### src/rtl/trapezoid_integral_acc.sv
// Sums a programmable window of trapezoid surfaces into one integral, held on a valid/ready port.
// Optional TRAPEZOID_SCALE_CORRECT_EN: register the integral as sum >> 4 (overflow still on raw sum).
module trapezoid_integral_acc #(
  parameter int SURF_W = 32,
  parameter int ACC_W  = 48,
  parameter int CNT_W  = 16
) (
  input  logic              clk,
  input  logic              rst,
  input  logic              start,
  input  logic [CNT_W-1:0]  win_len,
  input  logic [SURF_W-1:0] surf_in,
  input  logic              surf_valid,
  output logic              busy,
  output logic [ACC_W-1:0]  integral,
  output logic              integral_valid,
  input  logic              integral_ready,
  output logic              overflow,
  output logic [CNT_W-1:0]  sample_cnt
);

  // state | meaning
  // IDLE  | waiting for start
  // ACCUM | summing surfaces until len_q samples taken
  // HOLD  | integral presented until accepted
  typedef enum logic [1:0] {
    IDLE  = 2'd0,
    ACCUM = 2'd1,
    HOLD  = 2'd2
  } state_t;

  state_t             state_q, state_d;
  logic [CNT_W-1:0]   len_q, len_d;
  logic [CNT_W-1:0]   cnt_q, cnt_d;
  logic [ACC_W-1:0]   acc_q, acc_d;
  logic [ACC_W-1:0]   integral_q, integral_d;
  logic               ovf_q, ovf_d;

  logic [ACC_W:0]     sum_w;
  logic [CNT_W-1:0]   cnt_inc;
  logic [ACC_W-1:0]   result_w;

  // Extra top bit of sum_w is the carry out of the wrapping accumulator.
  assign sum_w   = {1'b0, acc_q} + {{(ACC_W + 1 - SURF_W){1'b0}}, surf_in};
  assign cnt_inc = cnt_q + CNT_W'(1);

`ifdef TRAPEZOID_SCALE_CORRECT_EN
  assign result_w = sum_w[ACC_W-1:0] >> 4;
`else
  assign result_w = sum_w[ACC_W-1:0];
`endif

  always_comb begin
    state_d    = state_q;
    len_d      = len_q;
    cnt_d      = cnt_q;
    acc_d      = acc_q;
    integral_d = integral_q;
    ovf_d      = ovf_q;
    case (state_q)
      IDLE: begin
        if (start) begin
          len_d = win_len;
          acc_d = '0;
          cnt_d = '0;
          ovf_d = 1'b0;
          if (win_len == '0) begin
            integral_d = '0;
            state_d    = HOLD;
          end else begin
            state_d = ACCUM;
          end
        end
      end
      ACCUM: begin
        if (surf_valid) begin
          acc_d = sum_w[ACC_W-1:0];
          ovf_d = ovf_q | sum_w[ACC_W];
          cnt_d = cnt_inc;
          if (cnt_inc == len_q) begin
            integral_d = result_w;
            state_d    = HOLD;
          end
        end
      end
      HOLD: begin
        if (integral_ready) state_d = IDLE;
      end
      default: state_d = IDLE;
    endcase
  end

  always_ff @(posedge clk) begin
    if (rst) begin
      state_q    <= IDLE;
      len_q      <= '0;
      cnt_q      <= '0;
      acc_q      <= '0;
      integral_q <= '0;
      ovf_q      <= 1'b0;
    end else begin
      state_q    <= state_d;
      len_q      <= len_d;
      cnt_q      <= cnt_d;
      acc_q      <= acc_d;
      integral_q <= integral_d;
      ovf_q      <= ovf_d;
    end
  end

  assign busy           = (state_q != IDLE);
  assign integral_valid = (state_q == HOLD);
  assign integral       = integral_q;
  assign overflow       = ovf_q;
  assign sample_cnt     = cnt_q;

endmodule

### config.mk
export PLATFORM = sky130hd
export DESIGN_NAME = trapezoid_integral_acc
export DESIGN_NICKNAME = d
export VERILOG_FILES = /design/src/rtl/trapezoid_integral_acc.sv
export SDC_FILE = /design/constraint.sdc
export NUM_CORES = 1
export LEC_CHECK = 0
export CORE_MARGIN = 1.5
export CORE_UTILIZATION = 25
export CTS_BUF_LIST = sky130_fd_sc_hd__clkbuf_8
export CTS_CLUSTER_DIAMETER = 60
export DETAILED_ROUTE_END_ITERATION = 12
export PLACE_DENSITY = 0.45
export SETUP_SLACK_MARGIN = 0.3
export SLEW_MARGIN = 10
export SYNTH_ARGS = -nofsm -noshare
export SYNTH_HDL_FRONTEND = slang
export SYNTH_SLANG_ARGS = --single-unit
### constraint.sdc
create_clock -name clk -period 11.8 [get_ports clk]
set_input_delay 2.95 -clock clk [delete_from_list [all_inputs] [get_ports clk]]
set_output_delay 2.95 -clock clk [all_outputs]
set_load 0.02 [all_outputs]
Word level (Yosys, flattened, before mapping)
Index checks and enable logic that the tools add are counted.
{"block": "totals", "input_bits": 53, "out_inout_bits": 67, "register_bits": 131, "word_cells": 45}
{"block": "classes", "mux": 20, "addsub": 2, "n_eq_ne": 8, "reduce_logical": 8, "n_bitwise": 1}
{"op": "48-bit 2-to-1 mux", "n": 6}
{"op": "48-bit one-hot mux with 2 select lines", "n": 2}
{"op": "48-bit by 32-bit adder with 49-bit output", "n": 1}
{"op": "16-bit 2-to-1 mux", "n": 2}
{"op": "16-bit one-hot mux with 2 select lines", "n": 1}
{"op": "16-bit by 1-bit adder with 16-bit output (second input constant)", "n": 1}
{"op": "16-bit == test", "n": 1}
{"op": "16-bit logical NOT", "n": 1}
{"op": "2-bit 2-to-1 mux", "n": 5}
{"op": "2-bit inequality test (second input constant)", "n": 4}
{"op": "2-bit one-hot mux with 3 select lines", "n": 1}
{"op": "5-bit AND reduction", "n": 1}
{"op": "4-bit AND reduction", "n": 1}
{"op": "2-bit nonzero test", "n": 2}
{"op": "3-bit AND reduction", "n": 1}
{"op": "2-bit by 1-bit == test with 1-bit output (second input constant)", "n": 1}
{"op": "2-bit == test (second input constant)", "n": 1}
{"op": "2-bit logical NOT", "n": 1}
{"op": "1-bit 2-to-1 mux", "n": 2}
{"op": "2-bit by 1-bit inequality test with 1-bit output (second input constant)", "n": 1}
{"op": "1-bit one-hot mux with 2 select lines", "n": 1}
{"op": "2-bit AND reduction", "n": 1}
{"op": "1-bit OR", "n": 1}

Logic depth before layout (Yosys ltp)
{"block": "logic_depth", "word_depth": 5, "ltp_mapped": 12, "depth_no_buf": 10}

Least setup slack after synthesis
Ideal clock, no wire load.
{"block": "synth_path", "path_type": "input -> register", "start": "input surf_in[0]", "end": "register acc_q[32]", "arrival_time_ns": 5.901, "setup_ns": 0.128, "n_path_buf": 1, "required_time_ns": 11.672, "slack_ns": 5.772, "stages": 11, "path_cell_list": "ha_1 -> fa_1 -> a21o_1 -> a221oi_1 -> o221ai_1 -> a2111oi_2 -> o221ai_1 -> clkbuf_1 -> mux2_1 -> a22oi_1 -> nor2_1"}
{"block": "synth_between", "elab_chain_len": 3}
{"item": "start: declaration", "line": "12", "text": "input logic [SURF_W-1:0] surf_in,"}
{"item": "48-bit by 32-bit adder with 49-bit output", "line": "44", "text": "assign sum_w = {1'b0, acc_q} + {{(ACC_W + 1 - SURF_W){1'b0}}, surf_in};"}
{"item": "48-bit 2-to-1 mux", "line": "76", "text": "if (surf_valid) begin"}
{"item": "48-bit one-hot mux with 2 select lines", "line": "60", "text": "case (state_q)"}
{"item": "end signal: assignment", "line": "98", "text": "acc_q <= '0;"}
{"item": "end signal: assignment", "line": "105", "text": "acc_q <= acc_d;"}
{"item": "end: declaration", "line": "35", "text": "logic [ACC_W-1:0] acc_q, acc_d;"}
No other way between the ends. The select of a mux whose other input is x is not followed.
A chain may end at the register's enable or synchronous reset.

Final worst setup path
Ends and elaborated chain as after synthesis.

==> results.ini <==
[outcome]
run_status = finished, final reports clean

[grt]
grt_pass1_vias = 6950
track_usage_pct = 16.1
wire_length_of_the_first_global_routing_pass_um = 39300
grt.overflow.total = 0
grt_start_max_net_pins = 78
number_of_antenna_violations_at_the_first_check_in_global_routing = 0

[clock_tree]
cts_root_buffer = sky130_fd_sc_hd__clkbuf_8
htree_num_levels = 4
cts.sinks = 131
clk_pin_slew_worst_paths_ps = 90
holdBufCountCts = 0
cts_tree = built
post-cts-setup-buffer-count = 0
cts_resized = 0
worst_skew_pair.late_latency_ps = 460
cts_inserted_buffers = 17
clk_path_buf_depth = 2

[setup_path]
worst_ep_arrival_time_ps = 6810
crit_chain = clkdlybuf4s50_1, ha_1, fa_1, a21o_1, a221oi_1, o221ai_1, a2111oi_2, o221ai_1, buf_4, mux2_1, a22oi_1, nor2_1
crit_family = compound AO/OA/AOI/OAI gates
launch_point_of_the_worst_reg_to_reg_path = sample_cnt[0]
cp_common_cell = sky130_fd_sc_hd__o221ai_1
critical_path.startpoint = surf_in[0]
crit_required_ps = 12120
worst_setup_path_start_kind = input port
cpMaxStageDelayCell = sky130_fd_sc_hd__a221oi_1
worst-path-buf-inv = 2
worstPathMaxFanout = 11
setup.worst_path.end_class = flop
max_stage_delay_ps = 610
crit_type = in2reg

[logic_synthesis]
synth.distinct_cells = 73
synth_async_sr_flop_share_pct = 0
netlist_area_um2 = 7670
postSynthRegisterBits = 131
post_synth_main_area_contributors = sky130_fd_sc_hd__dfxtp_1 (34%), sky130_fd_sc_hd__nand2_1 (7.4%), sky130_fd_sc_hd__a21oi_1 (6.5%), sky130_fd_sc_hd__ha_1 (5.4%), sky130_fd_sc_hd__xor2_1 (3.9%)
synth.most_common_cell = sky130_fd_sc_hd__nand2_1
synth_sequential_area_ratio_pct = 34.2
synthTopCellsByCount = sky130_fd_sc_hd__nand2_1 (151), sky130_fd_sc_hd__dfxtp_1 (131), sky130_fd_sc_hd__a21oi_1 (100), sky130_fd_sc_hd__nor2_1 (75), sky130_fd_sc_hd__clkbuf_1 (55)
synthesized_instance_count = 958
synth_top_area_share_pct = 34.2
yosysTopAreaCell = sky130_fd_sc_hd__dfxtp_1
postSynth.topFlopCell = sky130_fd_sc_hd__dfxtp_1
ys_warn_count = 0
synth.avg_cell_area_um2 = 8.00
edff_count_synth = 0
synthesis.nets = 1045

[power]
power.share.combinational_pct = 19.2
switching_share_pct = 33.7
p_int_w = 0.000683
pwr-share-clk_pct = 36.0
powerDensity_nw_per_um2 = 108
peakVddDrop_uv = 50.9
switchingPower_w = 0.000347
p_leak_nw = 3.39
pwr-share-seq_pct = 44.9
total_power_w = 0.00103

[finish]
fin_util_pct = 31.8
number_of_cells_in_the_finished_layout_apart_from_fillers = 1440
design.final.nets = 1124
drive_above_1_share_pct = 6.57
area_growth_synth_to_finish_pct = 23.9
antenna-diode-count = 0
fill_cells = 3165

[routing]
detail_route.first_pass.iterations = 6
route.detailed.wl_per_inst_um = 17.4
post-route-drc-count = 0
avgViaCountPerCell = 5.03
wl_um = 25100
num_vias = 7249
antenna_left = 0
drt-initial-drc-count = 516

[sta]
final_critical_path_setup_slack_ps = 5310
relative_slew_margins_pct = 29.1
grt_setup_unrepaired = no
report.final.slew_viol_count = 0
final_period_util_pct = 55.0
worstMarginPinSlew_ps = 1060
post-route-min-period_ps = 6490
max_freq_mhz = 154
total_negative_slack_for_setup_checks_ps = 0
timing.clock.skew_ps = 18.0
setup_viol = 0
final-hold-violation-count = 0

[floorplan]
design.die.area_um2 = 31700
fp-row-count = 63
placeableCoreArea_um2 = 29900
io_pins = 120
fp.dieW_um = 178
initial_core_util_pct = 25.7
die_height_um = 178

[job]
max-cap-violations = 0

[placement]
gp_routability_congestion = 0.870
dpl.cell_count = 1408
dp.final_hpwl_um = 17700
port-buffer-count = 119
dp_slack_ps = 4850

[worst_hold_path]
hold_start = integral[11]
worstHoldPathType = reg2reg

==> power groups by stage <==
stage / clock, W / sequential (W) / combinational [W]
after global routing: 0.000401 / 0.000464 / 0.000219
after floorplan: 0 / 0.000472 / 0.000124
final: 0.000370 / 0.000462 / 0.000197
after detailed placement: 0 / 0.000473 / 0.000199
after CTS: 0.000385 / 0.000462 / 0.000200
after global placement: 0 / 0.000473 / 0.000200
==> layer usage <==
layer  track usage, %  vias to the layer above  share of wire [%]
li1                 -                     3626                  -
met5                0                        -                  0
met4             4.13                        0                1.1
met2             25.1                      163                 44
met3             2.69                       19                4.0
met1             22.9                     3441                 50
==> cells by family (layout without fill, tap and decap cells) <==
kind of cell	count (synthesis)	in the layout	share of synthesized area, %
and+or+nand+nor	364	364	22.6
xor gates and xnor gates	64	64	7.31
DFF	131	131	34.2
buffers and inverters	82	174	4.62
muxes	16	16	2.11
AOI/OAI and AO/OA	267	267	23.6
adders and majority gates	34	34	5.65
==> area by class of cell <==
type	instances	area, um2	share of cell area, %
sequential	131	2620	27.6
clock buffer	18	248	2.61
timing repair buffer	130	1270	13.4
inverter	12	45.0	0.474
multi-input combinational	745	4710	49.6
clock inverter	14	118	1.24
tap	390	488	5.14
==> worst paths after layout <==
path,to,slack [ps],depth (start not counted)
max,acc_q[32],5310,12
min,integral[11],460,2
max reg2reg,integral[47],7880,8
min reg2reg,integral[11],460,2
==> worst min-delay path, stage by stage, from the launching register on <==
cell	delay [ps]
sky130_fd_sc_hd__dfxtp_1	320
sky130_fd_sc_hd__nand2_1	50
sky130_fd_sc_hd__a21oi_1	50
==> placed cells by master (no fill, tap or decap), types with 4 or more instances in the layout <==
cell / instances
sky130_fd_sc_hd__nand2_1: 151
sky130_fd_sc_hd__dfxtp_1: 131
sky130_fd_sc_hd__clkdlybuf4s50_1: 118
sky130_fd_sc_hd__a21oi_1: 100
sky130_fd_sc_hd__nor2_1: 72
sky130_fd_sc_hd__o21ai_0: 36
sky130_fd_sc_hd__nand3_1: 35
sky130_fd_sc_hd__xor2_1: 34
sky130_fd_sc_hd__ha_1: 33
sky130_fd_sc_hd__xnor2_1: 30
sky130_fd_sc_hd__clkbuf_8: 18
sky130_fd_sc_hd__nand4_1: 17
sky130_fd_sc_hd__a21o_1: 15
sky130_fd_sc_hd__mux2i_1: 15
sky130_fd_sc_hd__inv_1: 12
sky130_fd_sc_hd__buf_4: 12
sky130_fd_sc_hd__a22oi_1: 11
sky130_fd_sc_hd__nor4_1: 11
sky130_fd_sc_hd__a31oi_1: 11
sky130_fd_sc_hd__a311oi_1: 11
sky130_fd_sc_hd__o2bb2ai_2: 10
sky130_fd_sc_hd__o2bb2ai_1: 10
sky130_fd_sc_hd__nor3_1: 9
sky130_fd_sc_hd__and2_1: 8
sky130_fd_sc_hd__nand3b_1: 8
sky130_fd_sc_hd__or3_1: 8
sky130_fd_sc_hd__and3_1: 7
sky130_fd_sc_hd__and4_1: 7
sky130_fd_sc_hd__nand2b_1: 7
sky130_fd_sc_hd__o21a_1: 6
sky130_fd_sc_hd__a211oi_1: 6
sky130_fd_sc_hd__a41oi_1: 6
sky130_fd_sc_hd__o211ai_1: 5
sky130_fd_sc_hd__a2111oi_0: 5
sky130_fd_sc_hd__nor2b_1: 4
sky130_fd_sc_hd__o21bai_1: 4
sky130_fd_sc_hd__clkinv_4: 4
sky130_fd_sc_hd__inv_6: 4
==> registers in the layout (all words and copies together), names as in the netlist <==
signal	count
state_q	2
integral	48
overflow	1
sample_cnt	16
len_q	16
acc_q	48
==> per-stage QoR <==
step | hold slack (ps) | instance area [um2]
6_report | 457 | 9500
3_3_place_gp | 444 | 9140
3_5_place_dp | 448 | 9140
5_1_grt | 472 | 9500
4_1_cts | 459 | 9500
2_1_floorplan | 436 | 7670
No activity file was read; power rests on OpenSTA's default activity.
